`config.mk`:
```
export PLATFORM = sky130hd
export DESIGN_NAME = pwm_seq_ctrl
export DESIGN_NICKNAME = d
export VERILOG_FILES = /design/src/rtl/pwm_seq_pkg.sv /design/src/rtl/pwm_seq_fifo.sv /design/src/rtl/pwm_seq_ctrl.sv
export SDC_FILE = /design/constraint.sdc
export NUM_CORES = 1
export LEC_CHECK = 0
export BUFFER_PORTS_ARGS = -buffer_cell sky130_fd_sc_hd__buf_4
export CORE_MARGIN = 5
export CORE_UTILIZATION = 43
export DETAILED_ROUTE_END_ITERATION = 10
export GPL_ROUTABILITY_DRIVEN = 0
export SYNTH_ARGS = -nofsm -noshare
export SYNTH_HDL_FRONTEND = slang
export SYNTH_SLANG_ARGS = --single-unit
```
`constraint.sdc`:
```
create_clock -name clk_i -period 10.31 [get_ports clk_i]
set_clock_uncertainty 0.15 [all_clocks]
set_input_delay 1.031 -clock clk_i [delete_from_list [all_inputs] [get_ports clk_i]]
set_output_delay 1.031 -clock clk_i [all_outputs]
set_load 0.1 [all_outputs]
```
`src/rtl/pwm_seq_pkg.sv`:
```
// rtl/pwm_seq_pkg.sv - shared types and sizing helpers for the PWM set sequencer
package pwm_seq_pkg;

   typedef enum logic [1:0] {
      IDLE  = 2'd0,
      ARMED = 2'd1,
      RUN   = 2'd2
   } seq_state_t;

   localparam int CH_NUM_DEF    = 4;
   localparam int CRX_WIDTH_DEF = 16;
   localparam int SET_WIDTH     = CH_NUM_DEF * CRX_WIDTH_DEF;

   // Occupancy must represent 0..depth inclusive.
   function automatic int occ_width(input int depth);
      return $clog2(depth) + 1;
   endfunction

endpackage

```
`src/rtl/pwm_seq_fifo.sv`:
```
// rtl/pwm_seq_fifo.sv - first-word fall-through set FIFO with flush
module pwm_seq_fifo
   import pwm_seq_pkg::*;
#(
   parameter int W     = SET_WIDTH,
   parameter int DEPTH = 8,
   parameter int CW    = occ_width(DEPTH)
) (
   input  logic          clk,
   input  logic          rst_n,
   input  logic          push,
   input  logic          pop,
   input  logic          flush,
   input  logic [W-1:0]  wdata,
   output logic [W-1:0]  rdata,
   output logic          full,
   output logic          empty,
   output logic [CW-1:0] count
);

   localparam int AW = $clog2(DEPTH);

   logic [W-1:0]  mem [DEPTH];
   logic [AW-1:0] wptr;
   logic [AW-1:0] rptr;
   logic          do_push;
   logic          do_pop;

   assign full    = (count == CW'(DEPTH));
   assign empty   = (count == '0);
   assign do_push = push && !full;
   assign do_pop  = pop && !empty;
   assign rdata   = mem[rptr];

   always_ff @(posedge clk or negedge rst_n) begin
      if (!rst_n) begin
         wptr  <= '0;
         rptr  <= '0;
         count <= '0;
      end else if (flush) begin
         wptr  <= '0;
         rptr  <= '0;
         count <= '0;
      end else begin
         if (do_push) wptr <= wptr + 1'b1;
         if (do_pop)  rptr <= rptr + 1'b1;
         case ({do_push, do_pop})
            2'b10:   count <= count + 1'b1;
            2'b01:   count <= count - 1'b1;
            default: count <= count;
         endcase
      end
   end

   // Storage is not reset; the pointers alone define validity.
   always_ff @(posedge clk) begin
      if (do_push && !flush) mem[wptr] <= wdata;
   end

endmodule

```
`src/rtl/pwm_seq_ctrl.sv`:
```
// rtl/pwm_seq_ctrl.sv - period-synchronous compare-set sequencer for the 4-channel PWM timer
module pwm_seq_ctrl
   import pwm_seq_pkg::*;
#(
   parameter int CRX_WIDTH  = CRX_WIDTH_DEF,
   parameter int CH_NUM     = CH_NUM_DEF,
   parameter int FIFO_DEPTH = 8,
   parameter int RPT_WIDTH  = 8,
   parameter int LW_THRESH  = 2,
   parameter int CW         = occ_width(FIFO_DEPTH)
) (
   input  logic                        clk_i,
   input  logic                        rst_n_i,
   input  logic                        start_i,
   input  logic                        stop_i,
   input  logic                        flush_i,
   input  logic [RPT_WIDTH-1:0]        rpt_i,
   input  logic                        wr_valid_i,
   output logic                        wr_ready_o,
   input  logic [CH_NUM*CRX_WIDTH-1:0] wr_data_i,
   input  logic                        period_end_i,
   output logic [CH_NUM*CRX_WIDTH-1:0] cr_o,
   output logic                        cr_upd_o,
   output logic                        busy_o,
   output logic [CW-1:0]               elem_cnt_o,
   output logic                        lw_o,
   output logic                        udf_o,
   input  logic                        udf_clr_i
);

   localparam int WORD_W = CH_NUM * CRX_WIDTH;

   seq_state_t            state;
   logic [RPT_WIDTH-1:0]  hold;
   logic [WORD_W-1:0]     head;
   logic                  fifo_full;
   logic                  fifo_empty;
   logic                  period_act;
   logic                  pop;
   logic                  udf_set;

   assign wr_ready_o = !fifo_full;
   assign busy_o     = (state != IDLE);

   // A period boundary only counts when the sequencer is live and not being stopped.
   assign period_act = period_end_i && !stop_i && (state != IDLE);
   assign pop        = period_act && !fifo_empty &&
                       ((state == ARMED) || ((state == RUN) && (hold == '0)));
   assign udf_set    = period_act && fifo_empty && (state == RUN) && (hold == '0);

   pwm_seq_fifo #(
      .W     (WORD_W),
      .DEPTH (FIFO_DEPTH),
      .CW    (CW)
   ) u_fifo (
      .clk   (clk_i),
      .rst_n (rst_n_i),
      .push  (wr_valid_i),
      .pop   (pop),
      .flush (flush_i),
      .wdata (wr_data_i),
      .rdata (head),
      .full  (fifo_full),
      .empty (fifo_empty),
      .count (elem_cnt_o)
   );

   always_ff @(posedge clk_i or negedge rst_n_i) begin
      if (!rst_n_i) begin
         state    <= IDLE;
         cr_o     <= '0;
         hold     <= '0;
         cr_upd_o <= 1'b0;
         udf_o    <= 1'b0;
         lw_o     <= 1'b0;
      end else begin
         cr_upd_o <= 1'b0;
         lw_o     <= busy_o && (elem_cnt_o <= CW'(LW_THRESH));

         if (udf_set)        udf_o <= 1'b1;
         else if (udf_clr_i) udf_o <= 1'b0;

         if (pop) begin
            cr_o     <= head;
            cr_upd_o <= 1'b1;
            hold     <= (rpt_i == '0) ? '0 : rpt_i - 1'b1;
         end else if (period_act && (state == RUN) && (hold != '0)) begin
            hold <= hold - 1'b1;
         end

         if (stop_i) begin
            state <= IDLE;
         end else begin
            case (state)
               IDLE:    if (start_i) state <= ARMED;
               ARMED:   if (pop) state <= RUN;
               RUN:     if (udf_set) state <= ARMED;
               default: state <= IDLE;
            endcase
         end
      end
   end

endmodule

```
==> PnR_summary.wiki <==
{| class="wikitable"
! Metric !! Value
|-
| RSZ-0062 raised after global routing || false
|-
| Number of flops mapped to enable cells by yosys || 512
|-
| Total negative setup slack || 0 ns
|-
| Leak Pwr || between 8 and 9 nW
|-
| TritonCTS buffer count || 60
|-
| Number of instances in the synthesized netlist || 1122
|-
| Worst-case clock buffer depth || 3
|-
| Transition at the pin with the smallest max-transition slack || approximately 1.1 ns
|-
| Post-synth ARST share || 0.1452
|-
| Area of the mapped netlist || 22850 sq um
|-
| Fraction of the yosys area taken by sequential cells || 0.7683
|-
| Global routing usage summed across all routing layers || 0.1630
|-
| CTS tree || yes
|-
| Clock power share || 0.332
|-
| # DRC || 0
|-
| Final period utilization || 0.3440
|-
| Avg WL per Cell || 22.88 um
|-
| Element type at the critical path end || flop
|-
| Net Switching || ~2.1 mW
|-
| Vias in the first global route || roughly 11000
|-
| Count of endpoints failing hold in the final timing report || 0
|-
| Number of nets in the finished design || 1388
|-
| Maximum fanout along the worst path || 100
|-
| WL final || 46750 um
|-
| Number of maximum-capacitance violations || 0
|-
| Worst slew slack as a fraction of its limit || 0.2384
|-
| Initial Util || 0.4347
|-
| Largest net degree at the start of global routing || approximately 100
|-
| Later-pin clock latency in the skew report || roughly 0.60 ns
|-
| Pre-Repair DR Iteration Count || 4
|-
| Maximum operating frequency || 0.2819 GHz
|-
| Cell row count || 84
|-
| Synth Flop Type || edfxtp_1
|-
| Via total after detailed routing || 10910
|-
| Post-synthesis sequential element count || 599
|-
| Share of post-route cells with drive strength above 1 || 0.3052
|-
| Total power divided by cell area || 238.2 nW/um^2
|-
| Global-route wire length before repair || 71200 um
|-
| Combinational share of power || 0.211
|-
| Hold-fix buffers, CTS || 0
|-
| TritonCTS sink count || 599
|-
| Setup violations, final || 0
|-
| Classification of the worst setup path || flop to flop
|-
| Hold Path Class || input pin to async pin
|-
| Top-level port count || around 150
|-
| Core area || 52550 sq um
|-
| Placed wire-length estimate || 25210 um
|-
| Initial antenna violation count || 3
|-
| Root buf cell || clkbuf_16
|-
| Via/cell ratio || roughly 5.3
|-
| Antenna-violating nets left || 0
|-
| Required @ worst endpoint || approximately 11 ns
|-
| Synthesized netlist net count || ~1200
|-
| Die Outline Area || 57840 sq um
|-
| Final Max Tran Viols || 0
|-
| Nature of the critical path startpoint || flop
|-
| Minimum clock period after layout || approximately 3.5 ns
|-
| Maximum resistive drop on vdd || roughly 0.18 mV
|-
| Floorplan die width || 240.5 um
|-
| Final Util || 0.5093
|-
| Area delta synth->final || 17.16%
|-
| Switching power share of the total || 0.3248
|-
| Setup repair bufs after CTS || 0
|-
| Iteration-0 DRC Markers || 649
|-
| H-tree Lvls || 2
|-
| FILL cells || about 4300
|-
| YS warnings || 0
|-
| Yosys cell types || 49
|-
| Clock slew at reported path FFs || about 0.060 ns
|-
| Grt total ovfl || 0
|-
| Mean instance size in the synthesized netlist || between 20 and 25 sq um
|-
| Vertical die dimension || 240.5 um
|-
| Share of total power in sequential cells || 0.457
|-
| Port bufs || 152
|-
| Internal power summed over all cells || 4.305 mW
|-
| Status || completed
|-
| Number of instances resized during post-cts repair || 0
|-
| Endpoint arrival time on the critical path || 3.87 ns
|}
## synth_stat cells, types with 2 or more instances
master    number  share of area
xor2_1         7         0.0027
or3_1          2        0.00055
or3b_2         4         0.0015
inv_1          6        0.00099
o21ai_1        2        0.00044
or4_1          3        0.00099
clkbuf_1      30         0.0049
nor3_1        12         0.0026
a21oi_1       15         0.0033
and2_1         2        0.00055
mux2i_1       67          0.029
nor4_2         3         0.0016
mux4_2       128           0.13
o31ai_1        2        0.00066
a31oi_1        2        0.00055
buf_2         18         0.0039
nor3b_2        2         0.0011
nor3b_1        2        0.00066
buf_6          2        0.00099
buf_1          3        0.00049
nor2b_1        3        0.00082
ha_1           7         0.0038
nor2_1        17         0.0028
nand2_1       80          0.013
nand3_1        5         0.0011
xnor2_1        6         0.0023
o21ai_0       72          0.016
edfxtp_1     512           0.67
a211oi_1       2        0.00066
dfrtp_1       87          0.095
## worst max-delay path, stage by stage (launching register included)
cell and delay (ns):
dfrtp_1 0.39, inv_1 0.08, ha_1 0.20, nor3b_1 0.19
a31o_2 0.30, nand2_4 0.33, buf_4 0.89, clkinv_1 0.52
xnor2_1 0.27, nor2_1 0.07
## path summary, 6_finish.rpt
path / start / endpoint / slack [ns] / cells after the start
max reg2reg: hold[0] / u_fifo.rptr[0] / 6.76 / 9
min reg2reg: cr_o[17] / cr_o[17] / 0.33 / 2
max: hold[0] / u_fifo.rptr[0] / 6.76 / 9
max in group asynchronous: rst_n_i / u_fifo.rptr[2] / 8.33 / 2
min: rst_n_i / cr_o[63] / 0.21 / 1
min in group clk_i: cr_o[17] / cr_o[17] / 0.33 / 2
## sequential cells by signal (all words and copies together) (netlist names)
register and flops:
u_fifo.mem 512, udf_o 1, hold 8, cr_o 64, u_fifo.rptr 3, u_fifo.count 4
state 2, u_fifo.wptr 3, lw_o 1, cr_upd_o 1
## placed cells by master, fill, tap and decap left out, types with 4 or more instances in the layout
cell	n
a21oi_1	15
buf_4	170
bufinv_16	5
clkbuf_1	13
clkbuf_16	61
clkbuf_8	4
clkinv_1	14
clkinv_2	9
clkinvlp_4	6
dfrtp_1	84
edfxtp_1	512
ha_1	7
inv_1	6
mux2i_1	67
mux4_2	128
nand2_1	79
nand3_1	5
nor2_1	14
nor3_1	9
nor3_2	4
nor4_2	4
o21ai_0	72
or3b_2	4
xnor2_1	6
xor2_1	7
## layout make-up
class                   count  area (sq um)  area share
diodes                      2         5.005   0.0001870
clock buffers              78          1630     0.06091
clock inverters            36         315.3     0.01178
inverters                   7         26.28   0.0009817
multi-input cells         463          5089      0.1901
flip-flops and latches    599         17560      0.6562
well taps                 688         860.8     0.03216
repair buffers            170          1276     0.04768
## per-layer routing
metal	GRT usage	wire length [um]
met1	0.2329	20890
met2	0.2657	22780
met3	0.03097	2321
met4	0.03628	731
met5	0	18
## cells by family after synthesis
kind of cell             share of synthesized area
flip-flops                                  0.7683
multiplexers                                0.1555
buffers and inverters                      0.01150
AND/OR/NAND/NOR                            0.03281
AO/OA/AOI/OAI                              0.02306
XOR/XNOR                                  0.004984
adder cells (fa/ha/maj)                   0.003834
## power groups by stage
| stage | Combinational [mW] | Sequential, mW | Clock, mW |
|---|---|---|---|
| floorplan | 0.210 | 3.75 | 0 |
| global placement | 1.35 | 2.97 | 0 |
| detailed placement | 1.36 | 2.97 | 0 |
| CTS | 1.36 | 2.92 | 2.18 |
| global route | 1.40 | 2.94 | 2.28 |
| finish | 1.34 | 2.92 | 2.12 |
## through the flow
stage	hold slack [ns]	worst slack, ns	power [mW]	cell area [sq um]	instances
2_1_floorplan	0.3928	1.223	3.964	22850	1122
3_3_place_gp	0.3146	6.512	4.314	24820	1927
3_5_place_dp	0.3220	6.477	4.325	24820	1927
4_1_cts	0.1921	6.709	6.456	26760	2041
5_1_grt	0.2138	6.414	6.618	26760	2041
6_report	0.2134	6.763	6.377	26770	2043
Note: power is estimated with default switching activity, not from simulation.
